**config.mk**
```make
export PLATFORM = sky130hd
export DESIGN_NAME = ads131_frame_capture
export DESIGN_NICKNAME = d
export VERILOG_FILES = /design/src/rtl/ads131_frame_capture.sv
export SDC_FILE = /design/constraint.sdc
export NUM_CORES = 1
export LEC_CHECK = 0
export CORE_UTILIZATION = 54
export DETAILED_ROUTE_END_ITERATION = 12
export HOLD_SLACK_MARGIN = 0.06
export PLACE_DENSITY = 0.92
export SKIP_LAST_GASP = 1
export SYNTH_ARGS = -nofsm -noshare
export SYNTH_HDL_FRONTEND = slang
export SYNTH_SLANG_ARGS = --single-unit
```
**constraint.sdc**
```tcl
create_clock -name system_clock -period 2.8 [get_ports system_clock]
set_clock_uncertainty 0.05 [all_clocks]
set_input_delay 0.28 -clock system_clock [delete_from_list [all_inputs] [get_ports system_clock]]
set_output_delay 0.28 -clock system_clock [all_outputs]
set_load 0.005 [all_outputs]
```
**src/rtl/ads131_frame_capture.sv**
```systemverilog
// DRDY-triggered SPI mode-1 frame reader for the ADS131A0x with a single-entry valid/ready buffer.
// Define ADS131_CRC_EN to receive a trailing CRC word and report mismatches on crc_err.
module ads131_frame_capture #(
    parameter int CLK_DIV   = 6,
    parameter int WORD_BITS = 24,
    parameter int NUM_CH    = 4,
    parameter int CS_GUARD  = 8
) (
    input  logic                   system_clock,
    input  logic                   reset_n,
    input  logic                   enable,
    input  logic                   drdy_n,
    output logic                   spi_sclk,
    output logic                   spi_cs_n,
    output logic                   spi_mosi,
    input  logic                   spi_miso,
    input  logic [WORD_BITS-1:0]   cmd_word,
    output logic                   frame_valid,
    input  logic                   frame_ready,
    output logic [15:0]            status_word,
    output logic [32*NUM_CH-1:0]   ch_data,
    output logic                   busy,
    output logic                   overrun,
`ifdef ADS131_CRC_EN
    output logic                   crc_err,
`endif
    output logic [7:0]             overrun_count
);

`ifdef ADS131_CRC_EN
    localparam int NUM_WORDS = NUM_CH + 2;
`else
    localparam int NUM_WORDS = NUM_CH + 1;
`endif
    localparam int CNT_MAX = (CLK_DIV > CS_GUARD) ? CLK_DIV : CS_GUARD;
    localparam int CNT_W   = $clog2(CNT_MAX + 1);
    localparam int BIT_W   = $clog2(WORD_BITS);
    localparam int WIDX_W  = $clog2(NUM_WORDS + 1);

    typedef enum logic [2:0] {
        S_IDLE, S_SETUP, S_SHIFT, S_HOLD, S_STORE, S_GUARD
    } state_t;

    state_t               state, state_next;
    logic [CNT_W-1:0]     cnt;
    logic                 drdy_s1, drdy_s2, drdy_d;
    logic                 start;
    logic                 sclk_q;
    logic [WORD_BITS-1:0] mosi_sr;
    logic [WORD_BITS-1:0] miso_sr;
    logic [WORD_BITS-1:0] word_next;
    logic [BIT_W-1:0]     bit_idx;
    logic [WIDX_W-1:0]    word_idx;
    logic                 div_end, guard_end, first_bit, last_bit, word_end;
    logic                 sclk_rise, sclk_fall;
    logic [15:0]          stage_status;
    logic [32*NUM_CH-1:0] stage_ch;
    logic                 load, drop;

    // drdy_d holds the previous synchronized level so a 1->0 transition is seen exactly once.
    always_ff @(posedge system_clock or negedge reset_n) begin
        if (!reset_n) begin
            drdy_s1 <= 1'b1;
            drdy_s2 <= 1'b1;
            drdy_d  <= 1'b1;
        end else begin
            // NOTE: non-blocking assignments let every flop sample the pre-edge value, forming a true shift chain.
            drdy_s1 <= drdy_n;
            drdy_s2 <= drdy_s1;
            drdy_d  <= drdy_s2;
        end
    end

    assign start     = (state == S_IDLE) && enable && drdy_d && !drdy_s2;
    assign div_end   = (cnt == CNT_W'(CLK_DIV - 1));
    assign guard_end = (cnt == CNT_W'(CS_GUARD - 1));
    assign first_bit = (word_idx == '0) && (bit_idx == '0);
    assign last_bit  = (word_idx == WIDX_W'(NUM_WORDS - 1)) && (bit_idx == BIT_W'(WORD_BITS - 1));
    assign sclk_rise = (state == S_SHIFT) && div_end && !sclk_q;
    assign sclk_fall = (state == S_SHIFT) && div_end && sclk_q;
    assign word_end  = sclk_fall && (bit_idx == BIT_W'(WORD_BITS - 1));
    assign word_next = {miso_sr[WORD_BITS-2:0], spi_miso};

    always_ff @(posedge system_clock or negedge reset_n) begin
        if (!reset_n) state <= S_IDLE;
        else          state <= state_next;
    end

    always_comb begin
        // NOTE: default first so every path assigns state_next and no latch is inferred.
        state_next = state;
        unique case (state)
            S_IDLE:  if (start)                 state_next = S_SETUP;
            S_SETUP: if (div_end)               state_next = S_SHIFT;
            S_SHIFT: if (sclk_fall && last_bit) state_next = S_HOLD;
            S_HOLD:  if (div_end)               state_next = S_STORE;
            S_STORE:                            state_next = S_GUARD;
            S_GUARD: if (guard_end)             state_next = S_IDLE;
            default:                            state_next = S_IDLE;
        endcase
    end

    always_comb begin
        busy     = (state != S_IDLE);
        spi_cs_n = !((state == S_SETUP) || (state == S_SHIFT) || (state == S_HOLD));
    end

    assign spi_sclk = sclk_q;
    assign spi_mosi = mosi_sr[WORD_BITS-1];

    // Phase counter restarts on every state change and on every SCLK half-period boundary.
    always_ff @(posedge system_clock or negedge reset_n) begin
        if (!reset_n)                                      cnt <= '0;
        else if (state == S_IDLE || state_next != state)   cnt <= '0;
        else if (state == S_SHIFT && div_end)              cnt <= '0;
        else                                               cnt <= cnt + CNT_W'(1);
    end

    // The first MOSI bit is already on the line from SETUP, so the first rising edge does not shift.
    always_ff @(posedge system_clock or negedge reset_n) begin
        if (!reset_n) begin
            sclk_q   <= 1'b0;
            mosi_sr  <= '0;
            miso_sr  <= '0;
            bit_idx  <= '0;
            word_idx <= '0;
        end else begin
            if (start) begin
                mosi_sr  <= cmd_word;
                bit_idx  <= '0;
                word_idx <= '0;
            end
            if (sclk_rise) begin
                sclk_q <= 1'b1;
                if (!first_bit) mosi_sr <= {mosi_sr[WORD_BITS-2:0], 1'b0};
            end
            if (sclk_fall) begin
                sclk_q  <= 1'b0;
                miso_sr <= word_next;
                if (bit_idx == BIT_W'(WORD_BITS - 1)) begin
                    bit_idx  <= '0;
                    word_idx <= word_idx + WIDX_W'(1);
                end else begin
                    bit_idx <= bit_idx + BIT_W'(1);
                end
            end
        end
    end

    // NOTE: staging registers are few enough to reset, which keeps a truncated frame's leftovers deterministic.
    always_ff @(posedge system_clock or negedge reset_n) begin
        if (!reset_n) begin
            stage_status <= '0;
            stage_ch     <= '0;
        end else if (word_end) begin
            if (word_idx == '0) stage_status <= word_next[WORD_BITS-1 -: 16];
            for (int k = 0; k < NUM_CH; k++) begin
                if (word_idx == WIDX_W'(k + 1)) stage_ch[32*k +: 32] <= 32'($signed(word_next));
            end
        end
    end

`ifdef ADS131_CRC_EN
    logic [15:0] crc_calc, rx_crc;

    // CRC-16-CCITT runs over every bit before the trailing CRC word.
    always_ff @(posedge system_clock or negedge reset_n) begin
        if (!reset_n) begin
            crc_calc <= 16'hFFFF;
            rx_crc   <= '0;
        end else begin
            if (start)
                crc_calc <= 16'hFFFF;
            else if (sclk_fall && word_idx != WIDX_W'(NUM_WORDS - 1))
                crc_calc <= {crc_calc[14:0], 1'b0} ^ ((crc_calc[15] ^ spi_miso) ? 16'h1021 : 16'h0000);
            if (word_end && word_idx == WIDX_W'(NUM_WORDS - 1))
                rx_crc <= word_next[WORD_BITS-1 -: 16];
        end
    end
`endif

    assign load = (state == S_STORE) && (!frame_valid || frame_ready);
    assign drop = (state == S_STORE) && frame_valid && !frame_ready;

    always_ff @(posedge system_clock or negedge reset_n) begin
        if (!reset_n) begin
            frame_valid   <= 1'b0;
            status_word   <= '0;
            ch_data       <= '0;
            overrun       <= 1'b0;
            overrun_count <= '0;
`ifdef ADS131_CRC_EN
            crc_err       <= 1'b0;
`endif
        end else begin
            overrun <= drop;
            if (load) begin
                frame_valid <= 1'b1;
                status_word <= stage_status;
                ch_data     <= stage_ch;
`ifdef ADS131_CRC_EN
                crc_err     <= (crc_calc != rx_crc);
`endif
            end else if (frame_valid && frame_ready) begin
                frame_valid <= 1'b0;
            end
            if (drop && overrun_count != 8'hFF) overrun_count <= overrun_count + 8'd1;
        end
    end

endmodule

```
Word level (Yosys, flattened, before mapping)
Index checks and enable logic that the tools add are counted.

word-level totals
  register bits after elaboration = 324
  bits in latches = 0
  memory bits (writable) = 0
  ROM bits = 0
  input port bits = 30
  output and inout port bits = 158
  word-level logic and storage cells = 95
  memories = 0

cells by class
  add/sub/neg operators = 4
  multipliers = 0
  divide/modulo/power cells = 0
  magnitude comparators = 0
  eq/ne operators = 14
  shift-type cells = 0
  muxes and demuxes = 21
  bitwise operators = 0
  reduce and logical (&&, ||, !) cells = 36

operator list
  operator               number
  $mux W24               3
  $mux W3                8
  $pmux W3 S6            1
  $logic_and A1 B1 Y1    15
  $mux W5                3
  $eq A3 B2 Y1 const B   4
  $reduce_and A2 Y1      5
  $eq A3 B3 Y1 const B   3
  $add A8 B1 Y8 const B  1
  $eq A4 B3 Y1 const B   2
  $mux W4                2
  $ne A8 B8 Y1 const B   1
  $eq A3 B1 Y1 const B   2
  $logic_not A3 Y1       2
  $reduce_bool A2 Y1     3
  $add A5 B1 Y5 const B  1
  $eq A5 B5 Y1 const B   1
  $logic_not A1 Y1       5
  $logic_not A5 Y1       1
  $add A4 B1 Y4 const B  1
  $logic_or A1 B1 Y1     4
  $mux W1                4
  $add A3 B1 Y3 const B  1
  $ne A3 B3 Y1           1
  $reduce_bool A3 Y1     1

Longest topological paths before layout
Gate-level depths: netlist of run 1.

  word-level depth = 9
  gate-level depth with buffers = 8
  depth with buffers taken out = 6

Worst setup path before layout of run 1
OpenSTA, ideal clock, no wires.

  path kind = register to register
  start = register state[0]
  end = register mosi_sr[14]
  library setup time = 0.125 ns
  data arrival time = 2.027 ns
  data required time = 2.625 ns
  path slack = 0.597 ns
  cell stages (with the launch flop) = 7
  clock period less this slack = 2.203 ns
  cell sequence = dfrtp_1 buf_6 or3_4 nor3_4 buf_6 mux2_1 mux2_4

on the way
  longest elaborated chain between the ends = 7
  elaborated cells on any way between the ends = 10
  classes of those cells = eq/ne: 1; mux: 3; reduce/logical: 6

ends and longest elaborated chain
  item                              RTL line  source
  start, declared                   44        state_t state, state_next;
  start signal, assigned            86        else state <= state_next;
  $logic_not A3 Y1                  74        assign start = (state == S_IDLE) && enable && drdy_d && !drdy_s2;
  $logic_and A1 B1 Y1 (3 in a row)  74
  $mux W24                          128       if (start) begin
  $mux W24                          135       if (!first_bit) mosi_sr <= {mosi_sr[WORD_BITS-2:0], 1'b0};
  $mux W24 *                        133       if (sclk_rise) begin
  end signal, assigned              129       mosi_sr <= cmd_word;
  end signal, assigned              135
  end, declared                     49        logic [WORD_BITS-1:0] mosi_sr;

Every way passes the cells marked *; elsewhere a longest branch is shown, timed or not.
A chain may end at the register's enable or synchronous reset.

Final worst setup path of run 1
  start = register cnt[1]
  end = register mosi_sr[1]

on the way
  longest elaborated chain between the ends = 4

ends and longest elaborated chain
  item                              RTL line  source
  start, declared                   45        logic [CNT_W-1:0] cnt;
  start signal, assigned            116       else cnt <= cnt + CNT_W'(1);
  $eq A4 B3 Y1                      75        assign div_end = (cnt == CNT_W'(CLK_DIV - 1));
  $logic_and A1 B1 Y1 (2 in a row)  79        assign sclk_rise = (state == S_SHIFT) && div_end && !sclk_q;
  $mux W24                          133

No other way between the ends.

==> results.cfg, run 1 <==
[setup_path]
critPathMaxFanout = 24
required_ns = 3.17
crit_type = flip-flop to flip-flop
cp-end-kind = flip-flop
worstSetupStartpointType = flip-flop
reg2reg_slack_ns = 0.47
cp.arrival_ns = 2.70

[routing]
drt_pass1_iterations = 9
routed_wl_um = 24300
avgRoutedWirePerCell_um = 18.6
drcViolationCount = 13
final_antenna_net_count = 0
vias_per_cell = 5.43
vias = 7065
dr.first_iter.drc_count = 313

[flow_run]
max-cap-violations = 0

[grt]
grt_max_degree = 82
grt_pass1_vias = 7509
top_usage_layer = met2
grt_pass1_wl_um = 40000
track_usage_pct = 21.5
met3_usage_pct = 2.73
grt_use_met2_pct = 37.3
antenna_found_initial = 0
grtUsageMet1_pct = 28.4
grt-ovfl-total = 0

[power_and_ir_drop]
p_int_uw = 6670
vdd_ir_drop_max_mv = 0.500
p_comb_share_pct = 1.7
p_switching_uw = 1690
power_density_nw_per_um2 = 549
power_leakage_uw = 0.00764
clkPwrFrac_pct = 46.4
swShare_pct = 20.3
seq_power_share_pct = 52.0

[logic_synthesis]
ys_warn_count = 0
synth_top_area_share_pct = 60.9
yosys-mux-area-fraction_pct = 25.9
yosys.area.top_type = dfrtp_1
netlist_area_um2 = 12200
synthSimpleGateAreaFrac_pct = 5.95
synth_cells = 828
synth-main-ff-cell = dfrtp_1
synthArstFlopShare_pct = 100
synth_top_family_by_area = multiplexers
synthAdderAreaFrac_pct = 1.02
ys_seq_area_share_pct = 61.5
synth_area_leaders = dfrtp_1 61%, mux2_2 21%, mux2_1 2.8%, nand2_1 2.6%, mux2_4 2.3%
ys_seq_elements = 300
synth-compound-area-share_pct = 1.00
synth_edf_count = 0
syn_nets = 868
avgSynthCellArea_um2 = 14.7
synth_cell_types = 53
synth_xor_area_share_pct = 0.646

[clock_tree]
clk_path_buf_depth = 3
clk_latency_ns = 0.54
clk_pin_slew_worst_paths_ns = 0.06
root_buffer = clkbuf_16
htreeDepth = 1
cts_tree = built
clock_sinks = 300
cts_buffers = 29
cts_setup_buffers = 0

[timing]
grt_setup_unrepaired = no
fmax_mhz = 429
fin_crit_sh_pct = 83.2
hold_viol = 0
timing.final.max_slew_violations = 0
min_period_ns = 2.33
slew_headroom_pct = 48.8
finalSetupTns_ns = 0
worst_pin_slew_ns = 0.768
finalSetupViolations = 0

[place]
placed_cell_area_um2 = 14300
io_buffers = 187
gp_congestion = 0.751
hpwl_um = 16100

[final_layout]
fin_area_um2 = 15200
multiInputGateArea_um2 = 4250
area_delta_synth_final_pct = 24.8
mostFrequentLayoutCells = 297 x dfrtp_1, 225 x mux2_2, 186 x clkdlybuf4s50_1
fillers = 1455
drive_gt1_share_pct = 32.5
diodes = 0
regArea_um2 = 7510
final_common_cell = dfrtp_1
final_nets = 1041

[floorplanning]
io_pins = 188
dieArea_um2 = 23200
coreArea_um2 = 22000
rows = 54
initial_utilization_pct = 55.4
fp.dieW_um = 152
chipHeight_um = 152

[worst_hold_path]
hold_class = primary input to flip-flop

[status]
failed_checks = design-rule violations
run_status = finished with violations
## power by group through the flow
stage	registers [uW]	clock network [uW]	logic (uW)
after floorplan	4430	0	3.43
after global placement	4430	0	142
after detailed placement	4430	0	143
after CTS	4350	3950	145
after global routing	4340	4110	159
final	4350	3880	138
## synthesized netlist by cell type (2+ instances only)
master and count:
dfrtp_1 297, mux2_2 225, nand2_1 83, buf_4 34, mux2_1 30, buf_2 21, mux2_4 19, nand3_1 14
ha_1 10, nor2_1 10, inv_1 8, clkbuf_1 6, o21ai_0 6, xnor2_1 6, buf_6 5, and3_1 4
nand2b_1 4, dfstp_2 3, nand4_1 3, nor3_4 3, xor2_1 3, buf_1 2, o211ai_1 2
## routing by layer
metal	wire [um]	vias to the layer above	part of all wire, %
met1	10500	3672	43
met5	0	-	0
li1	-	3189	-
met4	575	0	2.4
met3	924	39	3.8
met2	12300	165	51
## repair_timing
| item | CTS | global route |
|---|---|---|
| hold endpoints to repair | 77 | 0 |
| gates resized for setup | 0 | 0 |
| hold buffers | 1 | 0 |
## worst max-delay path, stage by stage, from the launching register on
cell and delay, ns:
dfrtp_1 0.40, inv_1 0.07, ha_1 0.20, and4bb_4 0.30, nand2_4 0.12, a311o_2 0.67, mux2_1 0.41
## cell type report
class                           count  area share [%]
Multi-Input combinational cell    452            27.9
Timing Repair Buffer              210            14.0
Clock inverter                     11           0.805
Sequential cell                   300            49.3
Inverter                            8           0.197
Tap cell                          280            2.30
Clock buffer                       41            5.52
## through the flow
stage / setup slack, ns / hold slack, ns / std cells / util, % / power, uW
after floorplan: 0.597 / -0.0656 / 828 / - / 4430
after detailed placement: 0.481 / 0.263 / 1249 / 64.7 / 4570
after global placement: 0.535 / 0.265 / 1249 / 64.7 / 4570
after CTS: 0.467 / 0.104 / 1302 / 69.2 / 8440
final: 0.471 / 0.129 / 1302 / 69.2 / 8360
after global routing: 0.391 / 0.108 / 1302 / 69.2 / 8620
## cell families (layout without fill, tap and decap cells)
| family | Yosys count | count (layout) |
|---|---|---|
| and+or+nand+nor | 141 | 141 |
| adders and majority gates | 10 | 10 |
| buffers and inverters | 76 | 270 |
| muxes | 275 | 275 |
| AOI/OAI and AO/OA | 17 | 17 |
| xor gates and xnor gates | 9 | 9 |
| DFF | 300 | 300 |
## path summary, 6_finish.rpt
path,start,endpoint,cells past startpoint
max,cnt[1],mosi_sr[1],6
min,drdy_n,drdy_s1,1
max reg2reg,cnt[1],mosi_sr[1],6
min reg2reg,drdy_s1,drdy_s2,0
max in group asynchronous,reset_n,drdy_d,3
min in group asynchronous,reset_n,ch_data[101],2
## registers in the layout (all words and copies together) (netlist names), 4 cells and up
register,flops
mosi_sr,24
bit_idx,5
status_word,16
ch_data,96
stage_ch,96
cnt,4
overrun_count,8
miso_sr,23
stage_status,16
Note: power is estimated with default switching activity, not from simulation.
==> run 2, diff against run 1 <==
--- a/config.mk
+++ b/config.mk
@@ -5,10 +5,10 @@
 export SDC_FILE = /design/constraint.sdc
 export NUM_CORES = 1
 export LEC_CHECK = 0
-export CORE_UTILIZATION = 54
+export CORE_UTILIZATION = 49
 export DETAILED_ROUTE_END_ITERATION = 12
 export HOLD_SLACK_MARGIN = 0.06
-export PLACE_DENSITY = 0.92
+export PLACE_DENSITY = 0.89
 export SKIP_LAST_GASP = 1
 export SYNTH_ARGS = -nofsm -noshare
 export SYNTH_HDL_FRONTEND = slang
==> constraint.sdc (replaced) <==
create_clock -name system_clock -period 1.9 [get_ports system_clock]
set_clock_uncertainty 0.05 [all_clocks]
set_input_delay 0.19 -clock system_clock [delete_from_list [all_inputs] [get_ports system_clock]]
set_output_delay 0.19 -clock system_clock [all_outputs]
set_load 0.005 [all_outputs]
==> run 2 against run 1 <==
First-iteration DRC count rose by 19%; hold slack improved by 0.079 ns; non-clock buffer count rose by 64; register-to-register slack got worse by 0.66 ns; clock power rose by 65%; the run ends with negative setup slack left.
==> results.cfg, run 2 (synthesized netlist as in run 1, its figures left out) <==
[timing]
setup_slack_ns = -0.189
grt_setup_unrepaired = yes
finalSetupViolations = 229
fin_crit_sh_pct = 110
hold_viol = 0
worst_pin_slew_ns = 0.496
slew_headroom_pct = 66.9
hold_ws_ns = 0.208
fmax_mhz = 479
min_period_ns = 2.09
timing.final.max_slew_violations = 0

[power_and_ir_drop]
power_density_nw_per_um2 = 760
power.total_uw = 13000
power_leakage_uw = 0.00844
vdd_ir_drop_max_mv = 0.615

[grt]
grt_max_degree = 83
track_usage_pct = 21.6
grt_pass1_vias = 7917
antenna_found_initial = 0
grt-ovfl-total = 0
grt_pass1_wl_um = 43600

[final_layout]
instances_no_fill = 1412
utilization_pct = 70.3
area_delta_synth_final_pct = 40.5
final_common_cell = dfrtp_1
drive_gt1_share_pct = 45.3
final_nets = 1107
mostFrequentLayoutCells = 291 x dfrtp_1, 184 x clkdlybuf4s50_1, 148 x mux2_2
diodes = 0
reg.largest.list = ch_data x96, stage_ch x96, mosi_sr x24

[routing]
drt_pass1_iterations = 4
routed_wl_um = 30600
dr.first_iter.drc_count = 371
drcViolationCount = 0
final_antenna_net_count = 0
vias = 7613
avgRoutedWirePerCell_um = 21.7
vias_per_cell = 5.39

[place]
gp_congestion = 0.750
hpwl_um = 16900
place_inst = 1320
io_buffers = 187

[clock_tree]
clock_sinks = 300
htreeDepth = 1
root_buffer = clkbuf_16
clk_path_buf_depth = 3
clk_latency_ns = 0.57
cts_tree = built
cts_buffers = 30
clk_pin_slew_worst_paths_ns = 0.07

[floorplanning]
initial_utilization_pct = 50.1
coreArea_um2 = 24400
fp.dieW_um = 160
chipHeight_um = 160
rows = 57
io_pins = 188
dieArea_um2 = 25500

[setup_path]
worstSetupStartpointType = flip-flop
crit_type = flip-flop to flip-flop
cp.arrival_ns = 2.48
critPathMaxFanout = 6
required_ns = 2.29
cp-end-kind = flip-flop

[status]
failed_checks = negative setup slack
run_status = finished with violations

[flow_run]
max-cap-violations = 0

[worst_hold_path]
hold_class = primary input to flip-flop
## run 2: layer usage
metal	global-route usage [%]	vias to the layer above	wire length, um
met4	7.14	0	870
li1	-	3325	-
met5	0	-	0
met3	2.78	61	1650
met2	37.3	238	15600
met1	28.4	3989	12500
## run 2: per-stage QoR
stage,TNS (ns),instance area [um^2],setup WS (ns)
2_1_floorplan,-6.77,12400,-0.303
3_3_place_gp,-3.65,14800,-0.119
3_5_place_dp,-6.49,14800,-0.150
4_1_cts,-6.11,16300,-0.123
5_1_grt,-25.24,17100,-0.213
6_report,-11.52,17100,-0.189
## run 2: where the power goes
group / total, uW / internal, uW / switching (uW)
clock network: 6390 / 3890 / 2500
registers: 6410 / 6400 / 9.64
logic: 225 / 84.4 / 141
## run 2: final cells by class
type / count / area (um^2)
clock buffer: 42 / 876
clock inverter: 11 / 214
fill: 1491 / 7240
inverter: 8 / 30.0
multi-input combinational: 453 / 5010
sequential: 300 / 7520
tap: 324 / 405
timing repair buffer: 274 / 3100
## run 2: worst max-delay path: stages, from the launching register on
cell and delay (ns):
dfrtp_1 0.38, or3_4 0.42, nor3_4 0.25, buf_6 0.16
buf_12 0.13, mux2_4 0.31, mux2_4 0.27
## run 2: repair_timing
| item | in CTS | in global routing |
|---|---|---|
| endpoints found under the hold margin | 298 | 0 |
| setup endpoints to repair | 146 | 256 |
| gates resized for setup | 47 | 171 |
| setup buffers | 15 | 8 |
| cloned | 4 | 15 |
| pin swaps | 12 | 53 |
| hold buffers | 4 | 0 |
## run 2: path summary, 6_finish.rpt
path	cells past startpoint	slack, ns	endpoint	from
setup reg to reg	6	-0.19	mosi_sr[9]	state[0]
hold / removal	3	0.21	mosi_sr[0]	cmd_word[0]
hold reg to reg	0	0.31	drdy_s2	drdy_s1
setup / recovery	6	-0.19	mosi_sr[9]	state[0]
max in group asynchronous	4	0.61	ch_data[42]	reset_n
min in group asynchronous	3	0.53	stage_ch[119]	reset_n
==> run 3, diff against run 2 <==
--- a/config.mk
+++ b/config.mk
@@ -5,10 +5,10 @@
 export SDC_FILE = /design/constraint.sdc
 export NUM_CORES = 1
 export LEC_CHECK = 0
-export CORE_UTILIZATION = 49
+export CORE_UTILIZATION = 58
 export DETAILED_ROUTE_END_ITERATION = 12
 export HOLD_SLACK_MARGIN = 0.06
-export PLACE_DENSITY = 0.89
+export PLACE_DENSITY = 0.95
 export SKIP_LAST_GASP = 1
 export SYNTH_ARGS = -nofsm -noshare
 export SYNTH_HDL_FRONTEND = slang
==> constraint.sdc (replaced) <==
create_clock -name system_clock -period 2.5 [get_ports system_clock]
set_clock_uncertainty 0.05 [all_clocks]
set_input_delay 0.25 -clock system_clock [delete_from_list [all_inputs] [get_ports system_clock]]
set_output_delay 0.25 -clock system_clock [all_outputs]
set_load 0.005 [all_outputs]
==> run 3 against run 2 <==
Utilization increased by 4.2 points; register-to-register slack improved by 0.36 ns; highest routed layer unchanged; sequential share of layout area is 5.5 points higher; largest power group unchanged; clock power is 35% lower; the flow now finishes without violations.
==> results.cfg, run 3 (synthesized netlist as in run 1, its figures left out) <==
[status]
run_status = finished clean

[clock_tree]
clk_latency_ns = 0.53
cts_buffers = 28
htreeDepth = 1
cts_tree = built
root_buffer = clkbuf_16
clk_path_buf_depth = 3
clk_pin_slew_worst_paths_ns = 0.06
cts_resized = 0
clock_sinks = 300

[timing]
hold_viol = 0
timing.final.max_slew_violations = 0
slew_headroom_pct = 48.4
finalSetupViolations = 0
fmax_mhz = 428
finalSetupTns_ns = 0
grt_setup_unrepaired = no
worst_pin_slew_ns = 0.774
fin_crit_sh_pct = 93.4
min_period_ns = 2.33

[floorplanning]
rows = 52
coreArea_um2 = 20400
dieArea_um2 = 21600
io_pins = 188
initial_utilization_pct = 59.8
chipHeight_um = 147
fp.dieW_um = 147

[routing]
routed_wl_um = 24800
final_antenna_net_count = 0
drcViolationCount = 0
vias = 7065
drt_pass1_iterations = 4
vias_per_cell = 5.47
avgRoutedWirePerCell_um = 19.2
dr.first_iter.drc_count = 308

[setup_path]
critPathMaxFanout = 24
required_ns = 2.86
cp.arrival_ns = 2.69
cp-end-kind = flip-flop
crit_type = flip-flop to flip-flop
worstSetupStartpointType = flip-flop

[final_layout]
diodes = 0
drive_gt1_share_pct = 32.3
mostFrequentLayoutCells = 297 x dfrtp_1, 225 x mux2_2, 186 x clkdlybuf4s50_1
area_delta_synth_final_pct = 24.6
final_common_cell = dfrtp_1
reg.largest.list = ch_data x96, stage_ch x96, mosi_sr x24
final_nets = 1040
utilization_pct = 74.5

[place]
io_buffers = 187
hpwl_um = 16400
gp_congestion = 0.791

[power_and_ir_drop]
swShare_pct = 20.8
vdd_ir_drop_max_mv = 0.450
p_switching_uw = 1910
power_density_nw_per_um2 = 604
p_comb_share_pct = 1.7
power_leakage_uw = 0.00760
seq_power_share_pct = 52.9
p_int_uw = 7280
clkPwrFrac_pct = 45.3

[grt]
grt_pass1_vias = 7582
antenna_found_initial = 0
grt-ovfl-total = 0
track_usage_pct = 23.6
grt_pass1_wl_um = 40600
grt_max_degree = 78

[worst_hold_path]
hold_class = primary input to flip-flop

[flow_run]
max-cap-violations = 0
## run 3: cell types whose count changed in the layout (fill, tap and decap cells not counted), moves of 4 or more
cell | before | now
buf_4 | 31 | 13
dfrtp_1 | 291 | 297
buf_6 | 16 | 0
nand2_1 | 30 | 83
mux2_1 | 6 | 30
dfrtp_2 | 6 | 0
buf_12 | 22 | 9
mux2_2 | 148 | 225
clkbuf_16 | 41 | 28
mux2_4 | 120 | 19
bufinv_16 | 5 | 1
nand2_2 | 27 | 0
nand2_4 | 26 | 1
## run 3: final cells by class
class,count,area (um^2)
Timing Repair Buffer,210,2160
Inverter,8,30.0
Multi-Input combinational cell,452,4250
Clock inverter,11,111
Sequential cell,300,7510
Clock buffer,41,810
Tap cell,270,338
Fill cell,1296,5220
## run 3: path summary, 6_finish.rpt
check,slack (ns),start,depth (start not counted),to
max,0.17,cnt[1],6,mosi_sr[1]
min,0.1,drdy_n,1,drdy_s1
max reg2reg,0.17,cnt[1],6,mosi_sr[1]
min reg2reg,0.31,drdy_s1,0,drdy_s2
max in group asynchronous,1.33,reset_n,3,mosi_sr[8]
min in group asynchronous,0.22,reset_n,2,stage_ch[107]
## run 3: through the flow
stage          power, uW  cell area [um^2]  hold slack (ns)  instances  setup slack, ns
5_1_grt             9500             15200           0.0715       1292            0.105
2_1_floorplan       4960             12200          -0.0956        828            0.297
6_report            9190             15200           0.0993       1292            0.166
3_5_place_dp        5120             14300            0.222       1239            0.163
4_1_cts             9290             15200           0.0808       1292            0.155
3_3_place_gp        5120             14300            0.219       1239            0.252
## run 3: repair_timing
item                                   in CTS  in global routing
buffers inserted                            0                  0
hold buffers                                1                  0
endpoints found under the hold margin      72                  0
## run 3: worst max-delay path, stage by stage, from the launching register on
cell      delay, ns
dfrtp_1        0.40
inv_1          0.07
ha_1           0.20
and4bb_4       0.30
nand2_4        0.11
a311o_2        0.66
mux2_1         0.41
## run 3: power groups by stage
stage | logic [uW] | clock network, uW | registers (uW)
finish | 157 | 4170 | 4870
global route | 182 | 4460 | 4860
CTS | 165 | 4260 | 4870
detailed placement | 163 | 0 | 4960
global placement | 160 | 0 | 4960
floorplan | 3.84 | 0 | 4960
## run 3: routing by layer
metal | wire [um] | track usage [%]
met2 | 13000 | 41.7
met5 | 0 | 0
met1 | 10500 | 31.2
met4 | 554 | 6.60
met3 | 755 | 2.55
